### config.mk
export PLATFORM = sky130hd
export DESIGN_NAME = piso_serializer_flat
export DESIGN_NICKNAME = d
export VERILOG_FILES = /design/src/rtl/piso_serializer_if.sv /design/src/rtl/piso_serializer.sv /design/src/flat_wrapper.sv
export SDC_FILE = /design/constraint.sdc
export NUM_CORES = 1
export LEC_CHECK = 0
export BUFFER_PORTS_ARGS = -buffer_cell sky130_fd_sc_hd__buf_2
export CORE_AREA = 2 2 39 41
export CTS_CLUSTER_DIAMETER = 80
export DETAILED_ROUTE_END_ITERATION = 7
export DIE_AREA = 0 0 41 43
export GPL_ROUTABILITY_DRIVEN = 0
export GPL_TIMING_DRIVEN = 0
export HOLD_SLACK_MARGIN = 0.02
export MAX_ROUTING_LAYER = met4
export PLACE_DENSITY_LB_ADDON = 0.08
export SYNTH_ARGS = -nofsm -noshare
export SYNTH_HDL_FRONTEND = slang
export SYNTH_SLANG_ARGS = --single-unit
### constraint.sdc
create_clock -name clk -period 1.6 [get_ports clk]
set_clock_uncertainty 0.2 [all_clocks]
set_input_delay 0.08 -clock clk [delete_from_list [all_inputs] [get_ports clk]]
set_output_delay 0.08 -clock clk [all_outputs]
set_load 0.02 [all_outputs]
### src/rtl/piso_serializer_if.sv
// Load-side handshake and serial-side outputs of the PISO serializer.
// The slave modport is the serializer; the master modport is whatever feeds it words.
interface piso_serializer_if #(
  parameter int unsigned WIDTH = 4
) ();

  logic [WIDTH-1:0] data_in;
  logic             load_valid;
  logic             load_ready;
  logic             serial_out;
  logic             serial_valid;
  logic             frame_start;
  logic             frame_done;

  modport master (
    output data_in,
    output load_valid,
    input  load_ready,
    input  serial_out,
    input  serial_valid,
    input  frame_start,
    input  frame_done
  );

  modport slave (
    input  data_in,
    input  load_valid,
    output load_ready,
    output serial_out,
    output serial_valid,
    output frame_start,
    output frame_done
  );

endinterface

### src/rtl/piso_serializer.sv
// Parallel-in serial-out shifter, MSB first, with back-to-back word reload on the last bit.
// All serial-side outputs are decoded from registered state only.
module piso_serializer #(
  parameter int unsigned WIDTH = 4
) (
  input logic              clk,
  input logic              reset,
  piso_serializer_if.slave bus
);

  localparam int unsigned CntW = $clog2(WIDTH);
  localparam logic [CntW-1:0] CntMax = CntW'(WIDTH - 1);

  typedef enum logic {StIdle, StShift} state_e;

  state_e           state_q, state_d;
  logic [WIDTH-1:0] shift_q, shift_d;
  logic [CntW-1:0]  cnt_q, cnt_d;

  logic in_shift;
  logic last_bit;
  logic load_ready;
  logic transfer;

  assign in_shift = (state_q == StShift);
  assign last_bit = in_shift && (cnt_q == '0);
  // Gating with reset keeps ready low during reset without looking at load_valid.
  assign load_ready = !reset && ((state_q == StIdle) || last_bit);
  assign transfer   = bus.load_valid && load_ready;

  always_comb begin
    state_d = state_q;
    shift_d = shift_q;
    cnt_d   = cnt_q;
    unique case (state_q)
      StIdle: begin
        if (transfer) begin
          shift_d = bus.data_in;
          cnt_d   = CntMax;
          state_d = StShift;
        end
      end
      StShift: begin
        if (transfer) begin
          shift_d = bus.data_in;
          cnt_d   = CntMax;
        end else begin
          shift_d = {shift_q[WIDTH-2:0], 1'b0};
          if (cnt_q == '0) begin
            state_d = StIdle;
          end else begin
            cnt_d = cnt_q - CntW'(1);
          end
        end
      end
      default: state_d = StIdle;
    endcase
  end

  always_ff @(posedge clk) begin
    if (reset) begin
      state_q <= StIdle;
      shift_q <= '0;
      cnt_q   <= '0;
    end else begin
      state_q <= state_d;
      shift_q <= shift_d;
      cnt_q   <= cnt_d;
    end
  end

  assign bus.load_ready   = load_ready;
  assign bus.serial_valid = in_shift;
  assign bus.serial_out   = in_shift && shift_q[WIDTH-1];
  assign bus.frame_start  = in_shift && (cnt_q == CntMax);
  assign bus.frame_done   = last_bit;

endmodule
### src/flat_wrapper.sv
// flat-port wrapper written by rule: the top's interface ports become plain ports
module piso_serializer_flat 
#(
  parameter int unsigned WIDTH = 4
)
  (clk, reset, bus_data_in, bus_load_valid, bus_load_ready, bus_serial_out, bus_serial_valid, bus_frame_start, bus_frame_done);
  piso_serializer_if #(.WIDTH(WIDTH)) bus_i ();
  input logic clk;
  input logic reset;
  input wire logic [$bits(bus_i.data_in)-1:0] bus_data_in;
  input wire logic [$bits(bus_i.load_valid)-1:0] bus_load_valid;
  output wire logic [$bits(bus_i.load_ready)-1:0] bus_load_ready;
  output wire logic [$bits(bus_i.serial_out)-1:0] bus_serial_out;
  output wire logic [$bits(bus_i.serial_valid)-1:0] bus_serial_valid;
  output wire logic [$bits(bus_i.frame_start)-1:0] bus_frame_start;
  output wire logic [$bits(bus_i.frame_done)-1:0] bus_frame_done;
  assign bus_i.data_in = bus_data_in;
  assign bus_i.load_valid = bus_load_valid;
  assign bus_load_ready = bus_i.load_ready;
  assign bus_serial_out = bus_i.serial_out;
  assign bus_serial_valid = bus_i.serial_valid;
  assign bus_frame_start = bus_i.frame_start;
  assign bus_frame_done = bus_i.frame_done;
  piso_serializer #(.WIDTH(WIDTH)) u_core (.clk(clk), .reset(reset), .bus(bus_i));
endmodule
==> results.py <==
metrics = {
    "floorplanning": {
        "die_area_sq_um": 1760,
        "dieWidth_microns": 41,
        "boundaryPins": 12,
        "fp.dieH_microns": 43,
        "core_area_sq_um": 1380,
        "rows": 14,
        "start_util": 0.270,
    },
    "layout": {
        "finalNetCount": 72,
        "finalInstanceArea_sq_um": 572,
        "area_growth_pct": 52.8,
        "fin_cells": 78,
        "diodes": 0,
        "drive_gt1_frac": 0.419,
    },
    "hold_path": {
        "hold_depth": 3,
        "hp-class": "in -> reg",
    },
    "sta": {
        "max_freq_mhz": 651,
        "final-hold-violation-count": 0,
        "slew_headroom": 0.762,
        "fin_crit_sh": 0.961,
        "max_slew.worst_pin.slew_ps": 357,
        "fin_crit_ps": 1540,
        "setup_violations": 0,
        "slew_viol_final": 0,
    },
    "power": {
        "combPwrFrac": 0.264,
        "leakagePower_nw": 0.265,
        "seq_power_share": 0.412,
        "p_sw_frac": 0.278,
        "peakVddDrop_mv": 0.441,
        "power.internal_mw": 0.353,
        "p_clk_frac": 0.324,
        "switching_power_mw": 0.136,
        "p_per_area_nw_per_um2": 855,
    },
    "route": {
        "routed_via_density": 4.73,
        "drc": 0,
        "wirelength_microns": 943,
        "ant_nets": 0,
        "vias": 369,
        "first_pass_iters": 2,
        "drtIter0Drc": 3,
        "wire_per_inst_microns": 12.1,
    },
    "run_status": {
        "run_status": "complete, no violations",
    },
    "yosys": {
        "avgSynthCellArea_sq_um": 9.12,
        "synth_area_sq_um": 374,
        "yosysSeqAreaShare": 0.375,
        "synth.net_count": 50,
        "ys_types": 16,
        "ys_ff_latch": 7,
        "synth_cells": 41,
        "yosysWarningCount": 0,
    },
    "setup_path": {
        "crit_fanout": 3,
        "arrival_ps": 1260,
        "path_cells": "inv_1, ha_4, and2b_2, nor2_1, buf_4",
        "worst-path-buf-inv": 2,
        "slowest_delay_ps": 310,
        "cp.depth": 5,
        "endpoint_kind": "output pin",
        "cp-start-kind": "register",
        "cp.required_ps": 1320,
        "slowest_stage": "dfxtp_2",
        "cp_top_family": "flip-flops",
        "critPathKind": "reg -> out",
        "reg2reg_depth": 5,
    },
    "global_routing": {
        "grt_pass1_vias": 373,
        "grt_max_degree": 11,
        "gr-total-overflow": 0,
        "grt_pass1_wl_mm": 1.46,
        "antenna_found_initial": 0,
        "grt.total_usage": 0.128,
    },
    "placement": {
        "port_buffers": 10,
        "dp_hpwl_microns": 646,
        "place_inst": 67,
        "place_area_sq_um": 444,
    },
    "cts": {
        "cts_inserted_buffers": 3,
        "numClockSinks": 7,
        "cts_root_buffer": "clkbuf_4",
        "cts.clk_slew.worst_paths_ps": 50,
        "clock_latency_ps": 240,
        "ctsLongestPathBuffers": 2,
        "cts_max_level": 1,
        "cts_tree": "done",
    },
    "flow_run": {
        "cap_violations": 0,
    },
}
## worst register-to-register path, cell delays in order, from the launching register on
cell,delay [ps]
dfxtp_2,340
inv_1,70
ha_4,160
or2b_4,290
a221oi_2,240
a311oi_1,90
## power by group through the flow
stage / clock (mW) / combinational [mW] / sequential [mW]
CTS: 0.165 / 0.112 / 0.202
global placement: 0 / 0.0893 / 0.203
floorplan: 0 / 0.0665 / 0.204
global route: 0.173 / 0.142 / 0.203
detailed placement: 0 / 0.0945 / 0.204
finish: 0.158 / 0.129 / 0.201
## sequential cells by signal, indices dropped and copies added, names as in the netlist
name                     count
u_core.bus.serial_valid      1
u_core.cnt_q                 2
u_core.shift_q               4
## cells in the final DEF (no fill, tap or decap), types with 3 or more instances in the layout
master and instances:
buf_2 9, inv_1 5, nor2_1 5, dlygate4sd3_1 5, dfxtp_1 5, clkbuf_4 4
and2_1 3, a221oi_2 3, a311oi_1 3, buf_4 3
## cells by family (layout without fill, tap and decap cells)
logic type      after synthesis  after routing  share of synthesized area
simple gates                 15             15                      0.244
compound gates                9              9                      0.204
buf+inv                       8             29                      0.110
flops                         7              7                      0.375
fa+ha+maj                     2              2                     0.0669
## Yosys cell counts (all sizes together)
cell type	n	area, sq um
a311oi	3	26.3
and2	3	18.8
a32oi	1	8.76
or2b	1	11.3
and2b	4	32.5
a221oi	3	26.3
dfxtp	7	140
ha	2	25.0
nor3	2	10.0
nor2	5	18.8
inv	5	18.8
a211oi	2	15.0
clkbuf	1	7.51
buf	2	15.0
## layout make-up
type / instances / area [sq um]
Buffer: 3 / 22.5
Clock buffer: 4 / 26.3
Fill cell: 147 / 812
Inverter: 5 / 18.8
Multi-Input combinational cell: 26 / 224
Sequential cell: 7 / 143
Tap cell: 16 / 20.0
Timing Repair Buffer: 17 / 118
## final timing paths
path                  endpoint             from  slack (ps)
min reg2reg    u_core.cnt_q[0]  u_core.cnt_q[0]         260
max reg2reg  u_core.shift_q[3]  u_core.cnt_q[0]          80
max             bus_load_ready  u_core.cnt_q[1]          60
min          u_core.shift_q[1]   bus_load_valid          80
## metrics by stage
| stage | power (mW) | TNS [ps] | hold slack (ps) | util | setup slack (ps) |
|---|---|---|---|---|---|
| after global routing | 0.518 | -8.02 | 110 | 0.413 | -8.02 |
| after floorplan | 0.270 | 0 | 42.7 | - | 110 |
| after CTS | 0.479 | 0 | 85.3 | 0.392 | 20.8 |
| after detailed placement | 0.299 | -84.9 | 158 | 0.321 | -56.2 |
| after global placement | 0.292 | 0 | 144 | 0.321 | 41.6 |
| final | 0.489 | 0 | 75.8 | 0.413 | 62.8 |
## what timing repair did
action,4_1_cts,5_1_grt
gates resized for setup,3,5
setup endpoints to repair,4,3
pin swaps,0,1
hold buffers,5,0
endpoints found under the hold margin,5,0
buffers inserted,1,1
## layer usage
layer,part of all wire,vias to the layer above,GRT usage
li1,-,188,-
met1,0.37,174,0.117
met5,0,-,-
met2,0.59,7,0.219
met3,0.043,0,0.0785
met4,0,0,0.0200
Note: power is estimated with default switching activity, not from simulation.
